File: src/rtl/ds_tx_scheduler.sv
// Per-character transmit scheduler for a DS-link encoder: picks FCT, packet
// data/EOP (round-robin, packet-locked, credit-gated) or NULL for each slot.
module ds_tx_scheduler #(
    parameter int N_REQ          = 2,
    parameter int CREDIT_PER_FCT = 8,
    parameter int MAX_CREDIT     = 56,
    parameter int MAX_FCT_PEND   = 7
) (
    input  logic                 clk,
    input  logic                 rst,
    input  logic                 link_run,
    input  logic                 fct_rx,
    input  logic                 rx_space,
    input  logic [N_REQ-1:0]     req_valid,
    input  logic [N_REQ-1:0]     req_eop,
    input  logic [8*N_REQ-1:0]   req_data,
    output logic [N_REQ-1:0]     req_ready,
    output logic                 char_valid,
    input  logic                 char_ready,
    output logic [1:0]           char_type,
    output logic [7:0]           char_data,
    output logic [5:0]           tx_credit,
    output logic [2:0]           fct_pend,
    output logic [2:0]           grant_idx,
    output logic                 grant_lock,
    output logic                 credit_err
);

    typedef enum logic [1:0] {
        CT_DATA = 2'b00,
        CT_FCT  = 2'b01,
        CT_EOP  = 2'b10,
        CT_NULL = 2'b11
    } char_t;

    typedef enum logic {
        IDLE,
        LOCKED
    } state_t;

    state_t      state;
    logic [2:0]  rr_ptr;

    logic        slot_free;
    logic        send_fct;
    logic        send_n;
    logic [7:0]  valid_pad;
    logic [7:0]  eop_pad;
    logic [63:0] data_pad;
    logic [7:0]  ready_pad;
    logic [2:0]  sel_idx;
    logic        sel_found;
    logic [3:0]  cand;
    logic [3:0]  rr_next;
    logic [6:0]  credit_sum;
    logic [3:0]  pend_sum;
    logic        credit_ovf;
    logic        pend_ovf;

    assign slot_free = link_run && (!char_valid || char_ready);

    // Requester vectors are padded to 8 so any 3-bit index is in range.
    always_comb begin
        valid_pad                 = '0;
        eop_pad                   = '0;
        data_pad                  = '0;
        valid_pad[N_REQ-1:0]      = req_valid;
        eop_pad[N_REQ-1:0]        = req_eop;
        data_pad[8*N_REQ-1:0]     = req_data;
    end

    always_comb begin
        sel_idx   = '0;
        sel_found = 1'b0;
        cand      = '0;
        if (state == LOCKED) begin
            sel_idx   = grant_idx;
            sel_found = valid_pad[grant_idx];
        end else begin
            for (int unsigned k = 0; k < N_REQ; k++) begin
                cand = {1'b0, rr_ptr} + 4'(k);
                if (cand >= 4'(N_REQ))
                    cand = cand - 4'(N_REQ);
                if (!sel_found && valid_pad[cand[2:0]]) begin
                    sel_found = 1'b1;
                    sel_idx   = cand[2:0];
                end
            end
        end
    end

    always_comb begin
        send_fct  = slot_free && (fct_pend != '0);
        send_n    = slot_free && (fct_pend == '0) && (tx_credit != '0) && sel_found;
        ready_pad = '0;
        if (send_n)
            ready_pad[sel_idx] = 1'b1;
        req_ready = ready_pad[N_REQ-1:0];

        rr_next = {1'b0, sel_idx} + 4'd1;
        if (rr_next >= 4'(N_REQ))
            rr_next = '0;

        credit_sum = {1'b0, tx_credit} + (fct_rx ? 7'(CREDIT_PER_FCT) : 7'd0)
                     - (send_n ? 7'd1 : 7'd0);
        credit_ovf = credit_sum > 7'(MAX_CREDIT);
        pend_sum   = {1'b0, fct_pend} + {3'b000, rx_space} - {3'b000, send_fct};
        pend_ovf   = pend_sum > 4'(MAX_FCT_PEND);
    end

    always_ff @(posedge clk or posedge rst) begin
        if (rst) begin
            state      <= IDLE;
            rr_ptr     <= '0;
            char_valid <= 1'b0;
            char_type  <= '0;
            char_data  <= '0;
            tx_credit  <= '0;
            fct_pend   <= '0;
            grant_idx  <= '0;
            grant_lock <= 1'b0;
            credit_err <= 1'b0;
        end else if (!link_run) begin
            // Link down drops any held character and all flow-control state.
            state      <= IDLE;
            char_valid <= 1'b0;
            char_type  <= '0;
            char_data  <= '0;
            tx_credit  <= '0;
            fct_pend   <= '0;
            grant_lock <= 1'b0;
        end else begin
            tx_credit <= credit_ovf ? 6'(MAX_CREDIT) : credit_sum[5:0];
            fct_pend  <= pend_ovf ? 3'(MAX_FCT_PEND) : pend_sum[2:0];
            if (credit_ovf || pend_ovf)
                credit_err <= 1'b1;

            if (slot_free) begin
                char_valid <= 1'b1;
                char_data  <= '0;
                if (send_fct) begin
                    char_type <= CT_FCT;
                end else if (send_n) begin
                    if (eop_pad[sel_idx]) begin
                        char_type <= CT_EOP;
                    end else begin
                        char_type <= CT_DATA;
                        char_data <= data_pad[{sel_idx, 3'b000} +: 8];
                    end
                end else begin
                    char_type <= CT_NULL;
                end
            end

            if (send_n) begin
                if (eop_pad[sel_idx]) begin
                    state      <= IDLE;
                    grant_lock <= 1'b0;
                    rr_ptr     <= rr_next[2:0];
                end else begin
                    state      <= LOCKED;
                    grant_lock <= 1'b1;
                    grant_idx  <= sel_idx;
                end
            end
        end
    end

endmodule

File: config.mk
export PLATFORM = sky130hd
export DESIGN_NAME = ds_tx_scheduler
export DESIGN_NICKNAME = d
export VERILOG_FILES = /design/src/rtl/ds_tx_scheduler.sv
export SDC_FILE = /design/constraint.sdc
export NUM_CORES = 1
export LEC_CHECK = 0
export ABC_AREA = 1
export CAP_MARGIN = 20
export CORE_ASPECT_RATIO = 0.75
export CORE_UTILIZATION = 53
export CTS_CLUSTER_SIZE = 12
export DETAILED_ROUTE_END_ITERATION = 12
export GPL_TIMING_DRIVEN = 1
export PLACE_DENSITY_LB_ADDON = 0.05
export SLEW_MARGIN = 10
export SYNTH_ARGS = -nofsm -noshare
export SYNTH_HDL_FRONTEND = slang
export SYNTH_SLANG_ARGS = --single-unit
File: constraint.sdc
create_clock -name clk -period 6 [get_ports clk]
set_input_delay 1.2 -clock clk [delete_from_list [all_inputs] [get_ports clk]]
set_output_delay 1.2 -clock clk [all_outputs]
set_load 0.05 [all_outputs]
## After elaboration in Yosys (flattened, before gate mapping)

Index checks and enable logic that the tools add are counted.

| word-level totals | value |
|---|---|
| bits in registers | 28 |
| output and inout port bits | 27 |
| word-level logic and storage cells | 92 |

| operators by class | value |
|---|---|
| add/sub/neg operators | 8 |
| magnitude comparators | 10 |
| equality and inequality tests | 2 |
| shift-type cells | 1 |
| muxes and demuxes | 44 |
| bitwise gates (word level) | 1 |
| reduce and logical (&&, ||, !) cells | 17 |

Operator list:

| cell | count |
|---|---|
| $shiftx 64x7->8 | 1 |
| $mux 8 | 5 |
| $mux 3 | 10 |
| $lt 3x4->1 const B | 4 |
| $mux 1 | 15 |
| $bmux 1 s3 | 4 |
| $mux 2 | 6 |
| $mux 6 | 2 |
| $add 3x1->4 const B | 2 |
| $ge 4x2->1 const B | 2 |
| $add 6x4->7 | 1 |
| $gt 7x6->1 const B | 1 |
| $logic_and 1x1->1 | 7 |
| $sub 7x1->7 | 1 |
| $reduce_and 3->1 | 2 |
| $reduce_bool 6->1 | 1 |
| $sub 3x2->3 const B | 2 |
| $add 3x1->4 | 1 |
| $gt 4x3->1 const B | 1 |
| $mux 4 | 1 |
| $ne 2x1->1 const B | 2 |
| $sub 4x1->4 | 1 |
| $demux 1 s3 | 1 |
| $ge 3x1->1 const B | 1 |
| other kinds (7) | 9 |

## Depth between registers and ports, before layout

Gate-level depths: netlist of the first run.

| logic depth | value |
|---|---|
| word-level depth | 18 |
| mapped depth | 25 |
| gate-level depth less buffers | 24 |

## Worst setup path before layout of the first run

OpenSTA, ideal clock, no wires.

| timing | value |
|---|---|
| kind | input port to output port |
| from | input port req_valid[1] |
| to | output port req_ready[0] |
| data arrival time | 2.547 ns |
| path slack | 2.253 ns |
| stages | 11 |
| path buffers | 1 |
| cell sequence | inv_1 nand2_1 nand2_1 nor2_1 nand2_1 nand2_1 nand2_1 nand2_2 nand2_4 buf_6 nor2_1 |

| between the ends | value |
|---|---|
| word-level cells in the longest chain between the ends | 13 |
| elaborated cells on any way between the ends | 22 |
| classes of those cells | order compare (2); mux (16); reduce/logical (4) |

RTL lines:

| element | RTL line | RTL |
|---|---|---|
| start, declared | 14 | `input logic [N_REQ-1:0] req_valid,` |
| $bmux 1 s3 | 84 | `if (!sel_found && valid_pad[cand[2:0]]) begin` |
| $mux 1 (not written as such) | 84 |  |
| $mux 1 | 84 |  |
| $mux 1 | 76 | `if (state == LOCKED) begin` |
| $logic_not 1->1 | 84 |  |
| $logic_and 1x1->1 | 84 |  |
| $mux 3 (*) | 84 |  |
| $mux 3 (*) | 76 |  |
| via sel_idx[0] | 51 | `logic [2:0] sel_idx;` |
| $lt 3x4->1 (not written as such) / $ge 3x1->1 (equally long branches) | 97 | `ready_pad[sel_idx] = 1'b1;` |
| $logic_and 1x1->1 (not written as such) | 97 |  |
| $mux 1 (not written as such) | 97 |  |
| $demux 1 s3 (*) | 97 |  |
| $mux 2 (*) | 96 | `if (send_n)` |
| end, declared | 17 | `output logic [N_REQ-1:0] req_ready,` |

The timed path passes the listed nets; every way through them passes the cells marked *. The select of a mux whose other input is x is not followed.

## Worst setup path in the final report of the first run

| timing | value |
|---|---|
| from | input port link_run |
| to | output port req_ready[0] |

| between the ends | value |
|---|---|
| word-level cells in the longest chain between the ends | 5 |

RTL lines:

| element | RTL line | RTL |
|---|---|---|
| start, declared | 11 | `input logic link_run,` |
| $logic_and 1x1->1 | 60 | `assign slot_free = link_run && (!char_valid \|\| char_ready);` |
| $logic_and 1x1->1 (3 in a row) | 94 | `send_n = slot_free && (fct_pend == '0) && (tx_credit != '0) && sel_found;` |
| $mux 2 | 96 |  |

No other way between the ends.

==> run metrics, run 1 <==
outcome finished clean; Yosys Warn Count 0; ys async rst share 100.0%; number of routed nets with antenna violations 0; count of input and output buffers 52; synthesis-to-layout area growth 29.74%; Antenna diodes 0; worst-case clock buffer depth 2; power density over cell area 443.9 mW/mm2; postcts setup bufs 0; first-pass iteration count of the detailed router 4; Tot Pwr ~0.0012 W; Cell Area, Synth just over 0.002 mm2; chip height approximately 56 um; largest family of logic cells by synthesized area simple AND/OR/NAND/NOR gates; Leak 1.394 nW; Setup CP Type input port to output port; Final HPWL DP roughly 3.3 mm; Worst EP required between 4 and 5 ns; antenna violations before repair 0; clk slew on worst S/H paths 0.08 ns; post-route cell area 0.002648 mm2; grt ovf 0; Distinct cells, synth 29; total global routing track utilization 22.91%; routed len/inst approximately 11 um; Max Clock Skew 0.006835 ns; Synth Area in XOR/XNOR 2.146%; Final TNS setup 0 ns; largest fanout on the critical path 11; Synth Register Bits 28; dpl cell area 0.002579 mm2; Synth Area in Adders a little over an eighth; met2 Use GR 34.47%; via count around 1800; share of layout cells above drive strength 1 9.119%; DIE AREA 0.004105 mm2; Top FF cell, synth dfrtp_1; Synthesized Nets between 300 and 400; Non-Filler Instances 370; via density per instance 4.784; H-tree depth 1; MaxCap Viol Count 0; Worst-Margin Slew 0.5177 ns; gpl congestion a little under 0.8; initial drt markers a little over 90; Worst Setup End Kind output port; Layout Nets 367; Tcrit/Tclk final about 80%; max-slew violations 0; post-CTS sizing 0; # rows 19; Post-Syn Area per Cell ~7.6 um2; slew margin rel. 65.38%; Post-synth EDFFs 0; Synth Area in Compound Gates under 10%; commonest cells after routing, fill and taps aside nand2_1 (88), clkdlybuf4s50_1 (52), inv_1 (47); die width 73.65 um; Initial Util 55.74%; first-pass GRT wire length 7.258 mm; mux contribution to synthesized area 0%; clock latency on the worst-skew pair 0.27 ns; TritonCTS clock tree built; TritonCTS buffer count 3; Routed WL 4.145 mm; final hold slack 0.4935 ns; met3 usage 4.167%; Final setup viols 0; drt drc 0; commonest non-fill, non-tap cell in the layout nand2_1; startpoint types input port; RSZ-0062 raised after global routing no; Worst EP arrival 3.60 ns; clk sinks 28; worst hold path class flip-flop to flip-flop; post-synthesis simple-gate area fraction 31.94%; core box area 0.003661 mm2; largest net degree at the start of global routing 29; fmax approximately 210 MHz; Hold Vio Cnt, Final 0; placed cell count ~370; Mapped Cells 267; Worst VDD drop 0.3829 mV; CTS Hold Bufs 0; GRT Max-Usage Layer met1; I/O Pins 53; filler instances 341; register area share after synthesis 34.33%; vias in the first global route 1592; min Tclk post-route 4.798 ns; GR Layer Usage met1 between 30% and 40%; CTS root buffer clkbuf_8
-- stage by stage --
step	setup slack (ns)	utilization [%]
final	1.202	72.32
after global routing	0.9921	72.32
after CTS	1.212	71.57
after detailed placement	1.232	70.44
after global placement	1.309	70.44
after floorplan	2.253	-
-- synthesized netlist by cell type (2+ instances only) --
cell type   n  area, um2
dfrtp_1    28      700.7
nor2_2      2      12.51
nand2_1    88      330.3
inv_1      47      176.4
fa_1        2      40.04
nor3_1      4      20.02
nand4_1     4      25.02
buf_6       2      22.52
nand2_4     2      22.52
nand3_2    10      100.1
nand2_2     2      12.51
inv_2       4      15.01
o21ai_0    10      50.05
a21boi_0    3      22.52
ha_1       19      237.7
nand3_1    10      50.05
xor2_1      5      43.79
nor2_1     11      41.29
a21oi_1     3      15.01
clkbuf_1    2      7.510
-- cells by family after synthesis --
kind of cell / after synthesis
AOI/OAI and AO/OA: 19
xor gates and xnor gates: 5
adders and majority gates: 21
buffers and inverters: 57
DFF: 28
and+or+nand+nor: 137
-- worst max-delay path: stages --
cell and delay (ns):
clkdlybuf4s50_1 0.56, inv_2 0.16, nor3b_1 0.06, buf_4 0.17, nor2_1 0.14, nand3_1 0.08
nor2_1 0.10, nand2_1 0.12, nor2_1 0.15, clkdlybuf4s50_1 0.84
-- where the power goes --
| part | internal (W) | total (W) | switching, W |
|---|---|---|---|
| combinational | 0.000272 | 0.000803 | 0.000531 |
| clock | 0.0000449 | 0.0000971 | 0.0000521 |
| sequential | 0.000230 | 0.000276 | 0.0000460 |
| total | 0.000547 | 0.00118 | 0.000629 |
-- sequential cells by signal, summed over array words and instances, names as in the netlist --
signal,count
char_valid,1
tx_credit,6
char_data,8
fct_pend,3
state,1
rr_ptr,3
char_type,2
credit_err,1
grant_idx,3
-- layout make-up --
type / count / area, um2 / area share [%]
multi-input combinational: 182 / 1094 / 41.30
sequential: 28 / 700.7 / 26.47
timing repair buffer: 54 / 555.5 / 20.98
inverter: 51 / 191.4 / 7.231
tap: 52 / 65.06 / 2.457
clock buffer: 3 / 41.29 / 1.560
-- layer usage --
metal	routed length, um	share of wire [%]
met2	1792	43
met3	274	6.6
met5	0	0
met4	18	0.43
met1	2060	50
-- final timing paths --
| check | from | endpoint | slack, ns | depth (start not counted) |
|---|---|---|---|---|
| min reg2reg | char_type[1] | char_type[1] | 0.49 | 2 |
| min | char_type[1] | char_type[1] | 0.49 | 2 |
| min in group asynchronous | rst | tx_credit[3] | 1.18 | 2 |
| max reg2reg | rr_ptr[0] | credit_err | 2.49 | 19 |
| max in group asynchronous | rst | char_data[3] | 4.41 | 3 |
| max | link_run | req_ready[0] | 1.20 | 10 |
(Power assumes the default switching activity.)
==> run 2: changes to the inputs <==
CORE_UTILIZATION = 44   (was 53)
clock period = 4.1 ns   (was 6 ns; I/O delays follow)
==> run metrics, run 2 (synthesis results as in run 1) <==
total global routing track utilization 19.30% (-3.6 points); drt drc 0 (unchanged); Layout Nets 369 (+0.54%); share of layout cells above drive strength 1 10.59% (+1.5 points); Place WS 0.4361 ns (-0.7957 ns); TritonCTS buffer count 3 (unchanged); routed len/inst 11.67 um (+4.2%); die width 80.64 um (+9.5%); outcome finished clean; number of routed nets with antenna violations 0 (unchanged); Final TNS setup 0 ns (unchanged); dpl cell area 0.002595 mm2 (+0.63%); vias in the first global route 1555 (-2.3%); Multi-input gate area 0.001094 mm2 (unchanged); CP peak stage delay 0.50 ns (-0.34 ns); post-CTS sizing 0 (unchanged); Worst VDD drop 0.4685 mV (+22%); chip height 60.98 um (+9.4%); TritonCTS clock tree built; gpl congestion 0.8665 (+13%); utilization after layout 60.31% (-12 points); clock latency on the worst-skew pair 0.28 ns (about the same); DIE AREA 0.004917 mm2 (+20%); synthesis-to-layout area growth 32.00%; slew margin rel. 66.04% (+0.66 points); Antenna diodes 0 (unchanged); largest fanout on the critical path 16 (+5); WP buf/inv 4 (unchanged); Final setup viols 0 (unchanged); initial drt markers 68 (-25%); count of input and output buffers 52 (unchanged); Final HPWL DP 3.312 mm (+0.92%); worst setup margin 0.7012 ns (-0.5004 ns); Worst-Margin Slew 0.5078 ns (-0.009842 ns); Leak 1.422 nW (+2.0%); commonest non-fill, non-tap cell in the layout nand2_1; Max Clock Skew 0.01004 ns (+0.003209 ns); max-slew violations 0 (unchanged); I/O Pins 53 (unchanged); antenna violations before repair 0 (unchanged); max reg flops 8 (unchanged); Worst EP required 3.28 ns (-1.52 ns); post-route cell area 0.002694 mm2 (+1.7%); clk sinks 28 (unchanged); Tcrit/Tclk final 82.90%; MaxCap Viol Count 0 (unchanged); crit-path cells clkdlybuf4s50_1 -> inv_1 -> nand2_1 -> nand3_2 -> nor2_2 -> nor2_1 -> nor2_2 -> nand2_2 -> nand2_4 -> inv_2 -> nor2_1 -> buf_4; Worst Setup End Kind output port; power density over cell area 673.7 mW/mm2 (+52%); via count 1744 (-1.5%); Worst EP arrival 2.58 ns (-1.02 ns); Top delay family on crit path buffers and inverters; Reg area 700.7 um2 (unchanged); RSZ-0062 raised after global routing no; clk slew on worst S/H paths 0.10 ns (+0.02 ns); largest net degree at the start of global routing 29 (unchanged); largest registers char_data: 8 flops, tx_credit: 6 flops; first-pass iteration count of the detailed router 4 (unchanged); fmax just under 300 MHz; Routed WL 4.411 mm (+6.4%); Setup CP Type input port to output port; min Tclk post-route 3.399 ns; Initial Util 45.69% (-10 points); CTS root buffer clkbuf_8; first-pass GRT wire length 7.300 mm (+0.58%); H-tree depth 1 (unchanged); Hold Vio Cnt, Final 0 (unchanged); startpoint types input port; filler instances 427 (+25%); final hold slack 0.4972 ns (+0.003725 ns); grt ovf 0 (unchanged); via density per instance 4.614 (-3.6%); commonest cells after routing, fill and taps aside nand2_1 (88), clkdlybuf4s50_1 (50), inv_1 (47); Reg with most FFs char_data; worst hold path class flip-flop to flip-flop; R2R Setup Slk 0.94 ns (-1.55 ns); core box area 0.004467 mm2 (+22%); CTS Hold Bufs 0 (unchanged); # rows 21 (+2); postcts setup bufs 0 (unchanged); worst-case clock buffer depth 2 (unchanged); slowest stage cell, crit path clkdlybuf4s50_1
-- run 2: cell types whose count changed in the layout (fill, tap and decap cells not counted) --
cell	delta
buf_4	+4
bufinv_16	+1
clkdlybuf4s50_1	-2
-- run 2: area by class of cell --
cell class	count	share of cell area, %
Multi-Input combinational cell	182	40.59
Inverter	51	7.106
Tap cell	57	2.647
Sequential cell	28	26.01
Clock inverter	1	1.115
Clock buffer	3	1.533
Timing Repair Buffer	56	20.99
-- run 2: stage by stage --
stage,instances,power (W)
after global placement,373,0.001592
after global routing,378,0.001990
after CTS,377,0.001824
after detailed placement,373,0.001596
final,378,0.001815
after floorplan,267,0.001330
-- run 2: per-layer routing --
layer  GRT usage [%]  vias to the layer above  wire length [um]
met5               0                        -                 0
met4           2.296                        0                24
met3           3.609                        2               184
met2           28.69                       41              1789
met1           29.84                      776              2412
li1                -                      925                 -
-- run 2: path summary, 6_finish.rpt --
| path | cells past startpoint | end | startpoint |
|---|---|---|---|
| worst max-delay path | 12 | req_ready[1] | req_valid[1] |
| worst min-delay path | 2 | credit_err | credit_err |
| worst max register to register | 19 | credit_err | rr_ptr[0] |
| worst min register to register | 2 | credit_err | credit_err |
| max in group asynchronous | 3 | char_data[5] | rst |
| min in group asynchronous | 2 | tx_credit[4] | rst |
-- run 2: power breakdown --
group	internal [W]	switching, W
logic	0.000401	0.000787
registers	0.000336	0.0000705
clock network	0.000131	0.0000903
-- run 2: worst register-to-register path, stage by stage, from the launching register on --
cell,delay (ns)
dfrtp_1,0.50
inv_2,0.11
ha_1,0.30
a21boi_0,0.12
nor2_1,0.16
nor2_1,0.06
nand2_1,0.06
nand2_1,0.10
inv_2,0.08
ha_1,0.13
inv_1,0.04
ha_1,0.20
fa_1,0.40
a21oi_1,0.14
o21ai_0,0.10
xor2_1,0.16
nand4_1,0.08
nand2_1,0.10
o21ai_0,0.16
nand2_1,0.06
==> run 3: changes to the inputs <==
clock period = 3 ns   (was 4.1 ns; I/O delays follow)
==> run metrics, run 3 (synthesis results as in run 1) <==
TritonCTS clock tree built; via count 1816 (+4.1%); clock latency on the worst-skew pair 0.27 ns (about the same); total global routing track utilization 19.48% (+0.18 points); grt ovf 0 (unchanged); Worst Setup End Kind flip-flop; count of input and output buffers 52 (unchanged); Worst EP required 3.22 ns (-0.06 ns); gpl congestion 0.8947 (+3.3%); Layout Nets 387 (+4.9%); Reg with most FFs char_data; power density over cell area 921.2 mW/mm2 (+37%); Metal-1 WL 2.520 mm (+4.5%); max reg flops 8 (unchanged); antenna violations before repair 0 (unchanged); chip height 60.98 um (unchanged); DR WL met2 1.990 mm (+11%); worst-case clock buffer depth 2 (unchanged); slowest stage cell, crit path dfrtp_2; commonest non-fill, non-tap cell in the layout nand2_1; H-tree depth 1 (unchanged); MaxCap Viol Count 0 (unchanged); share of layout cells above drive strength 1 23.30% (+13 points); Setup CP Type flip-flop to flip-flop; Hold Vio Cnt, Final 0 (unchanged); Max Clock Skew 0.002273 ns (-0.007771 ns); via density per instance 4.586 (-0.60%); initial drt markers 40 (-41%); Final HPWL DP 3.430 mm (+3.6%); Worst EP arrival 3.08 ns (+0.50 ns); Top delay family on crit path adder cells; largest fanout on the critical path 7 (-9); # rows 21 (unchanged); min Tclk post-route ~2.9 ns; Antenna diodes 0 (unchanged); final hold slack 0.4721 ns (-0.02514 ns); CTS root buffer clkbuf_8; dpl cell area 0.002726 mm2 (+5.1%); number of routed nets with antenna violations 0 (unchanged); synthesis-to-layout area growth 42.61%; RSZ-0062 raised after global routing yes; Routed WL 4.669 mm (+5.8%); Worst-Margin Slew 0.5124 ns (+0.004554 ns); largest registers char_data: 8 flops, tx_credit: 6 flops; Tot Pwr 0.002681 W (+48%); post-route cell area 0.002910 mm2 (+8.0%); largest net degree at the start of global routing 29 (unchanged); TritonCTS buffer count 3 (unchanged); first-pass iteration count of the detailed router 4 (unchanged); fmax 349.5 MHz; crit-path cells inv_2 -> ha_4 -> nand2_4 -> nand2_2 -> nand2_2 -> nor2_4 -> nor2_2 -> nand2_1 -> nand2_2 -> inv_2 -> ha_4 -> inv_2 -> ha_4 -> fa_2 -> buf_4 -> xor2_1 -> nand4_1 -> nand2_2 -> o21ai_2 -> nand2_1; slew margin rel. 65.74% (-0.30 points); max-slew violations 0 (unchanged); Tcrit/Tclk final 95.37%; Leak 1.551 nW (+9.1%); Final setup viols 0 (unchanged); top layer in use met4; Initial Util 45.69% (unchanged); Final TNS setup 0 ns (unchanged); startpoint types flip-flop; worst hold path class flip-flop to flip-flop; placed cell count 387 (+3.8%); CP peak stage delay 0.47 ns (-0.03 ns); DIE AREA 0.004917 mm2 (unchanged); routed len/inst 11.79 um (+1.0%); I/O Pins 53 (unchanged); Worst VDD drop 0.7426 mV (+58%); clk sinks 28 (unchanged); met3 wire length 144 um (-22%); first-pass GRT wire length 7.245 mm (-0.75%); outcome finished clean; drt drc 0 (unchanged); clk slew on worst S/H paths 0.10 ns (about the same); commonest cells after routing, fill and taps aside nand2_1 (82), clkdlybuf4s50_1 (46), inv_1 (43); core box area 0.004467 mm2 (unchanged); Non-Filler Instances 396 (+4.8%); vias in the first global route 1550 (-0.32%); R2R Setup Slk 0.14 ns (-0.80 ns); CTS Hold Bufs 0 (unchanged); WP buf/inv 4 (unchanged); die width 80.64 um (unchanged); crit-path most repeated cell nand2_2
-- run 3: cell type report --
| cell class | count | area [um2] |
|---|---|---|
| well taps | 57 | 71.32 |
| repair buffers | 74 | 690.7 |
| fillers | 422 | 1556 |
| multi-input cells | 182 | 1194 |
| inverters | 51 | 193.9 |
| clock buffers | 4 | 55.05 |
| flip-flops and latches | 28 | 705.7 |
-- run 3: worst reg2reg max path: stages (launching register included) --
cell and delay [ns]:
dfrtp_2 0.47, inv_2 0.08, ha_4 0.27, nand2_4 0.05, nand2_2 0.07, nand2_2 0.06, nor2_4 0.12, nor2_2 0.05
nand2_1 0.07, nand2_2 0.06, inv_2 0.07, ha_4 0.12, inv_2 0.03, ha_4 0.15, fa_2 0.34, buf_4 0.14
xor2_1 0.24, nand4_1 0.15, nand2_2 0.14, o21ai_2 0.06, nand2_1 0.07
-- run 3: per-layer routing --
metal | global-route usage (%) | up-vias
met3 | 3.158 | 2
met1 | 30.96 | 822
li1 | - | 961
met4 | 2.296 | 0
met5 | 0 | -
met2 | 28.33 | 31
-- run 3: final timing paths --
check | cells after the start | start | endpoint
max reg2reg | 20 | rr_ptr[1] | credit_err
min reg2reg | 2 | credit_err | credit_err
max | 20 | rr_ptr[1] | credit_err
min in group asynchronous | 3 | rst | tx_credit[3]
max in group asynchronous | 3 | rst | tx_credit[4]
min | 2 | credit_err | credit_err
-- run 3: report_power, final --
part | leakage, nW | internal [W] | switching (W)
clock | 0.0288 | 0.000118 | 0.000122
combinational | 1.16 | 0.000702 | 0.00119
sequential | 0.363 | 0.000463 | 0.0000916
total | 1.55 | 0.00128 | 0.00140
-- run 3: timing repair --
| item | 4_1_cts | 5_1_grt |
|---|---|---|
| hold endpoints to repair | 0 | 0 |
| setup endpoints to repair | 2 | 8 |
| resized for setup | 4 | 27 |
| setup buffers | 0 | 5 |
| pin swaps | 0 | 14 |
-- run 3: metrics by stage --
stage	setup slack, ns	util, %
after floorplan	-0.008228	-
after global placement	-0.2716	61.04
after detailed placement	-0.2978	61.04
after CTS	0.01629	62.44
after global routing	-0.04533	65.15
final	0.1389	65.15
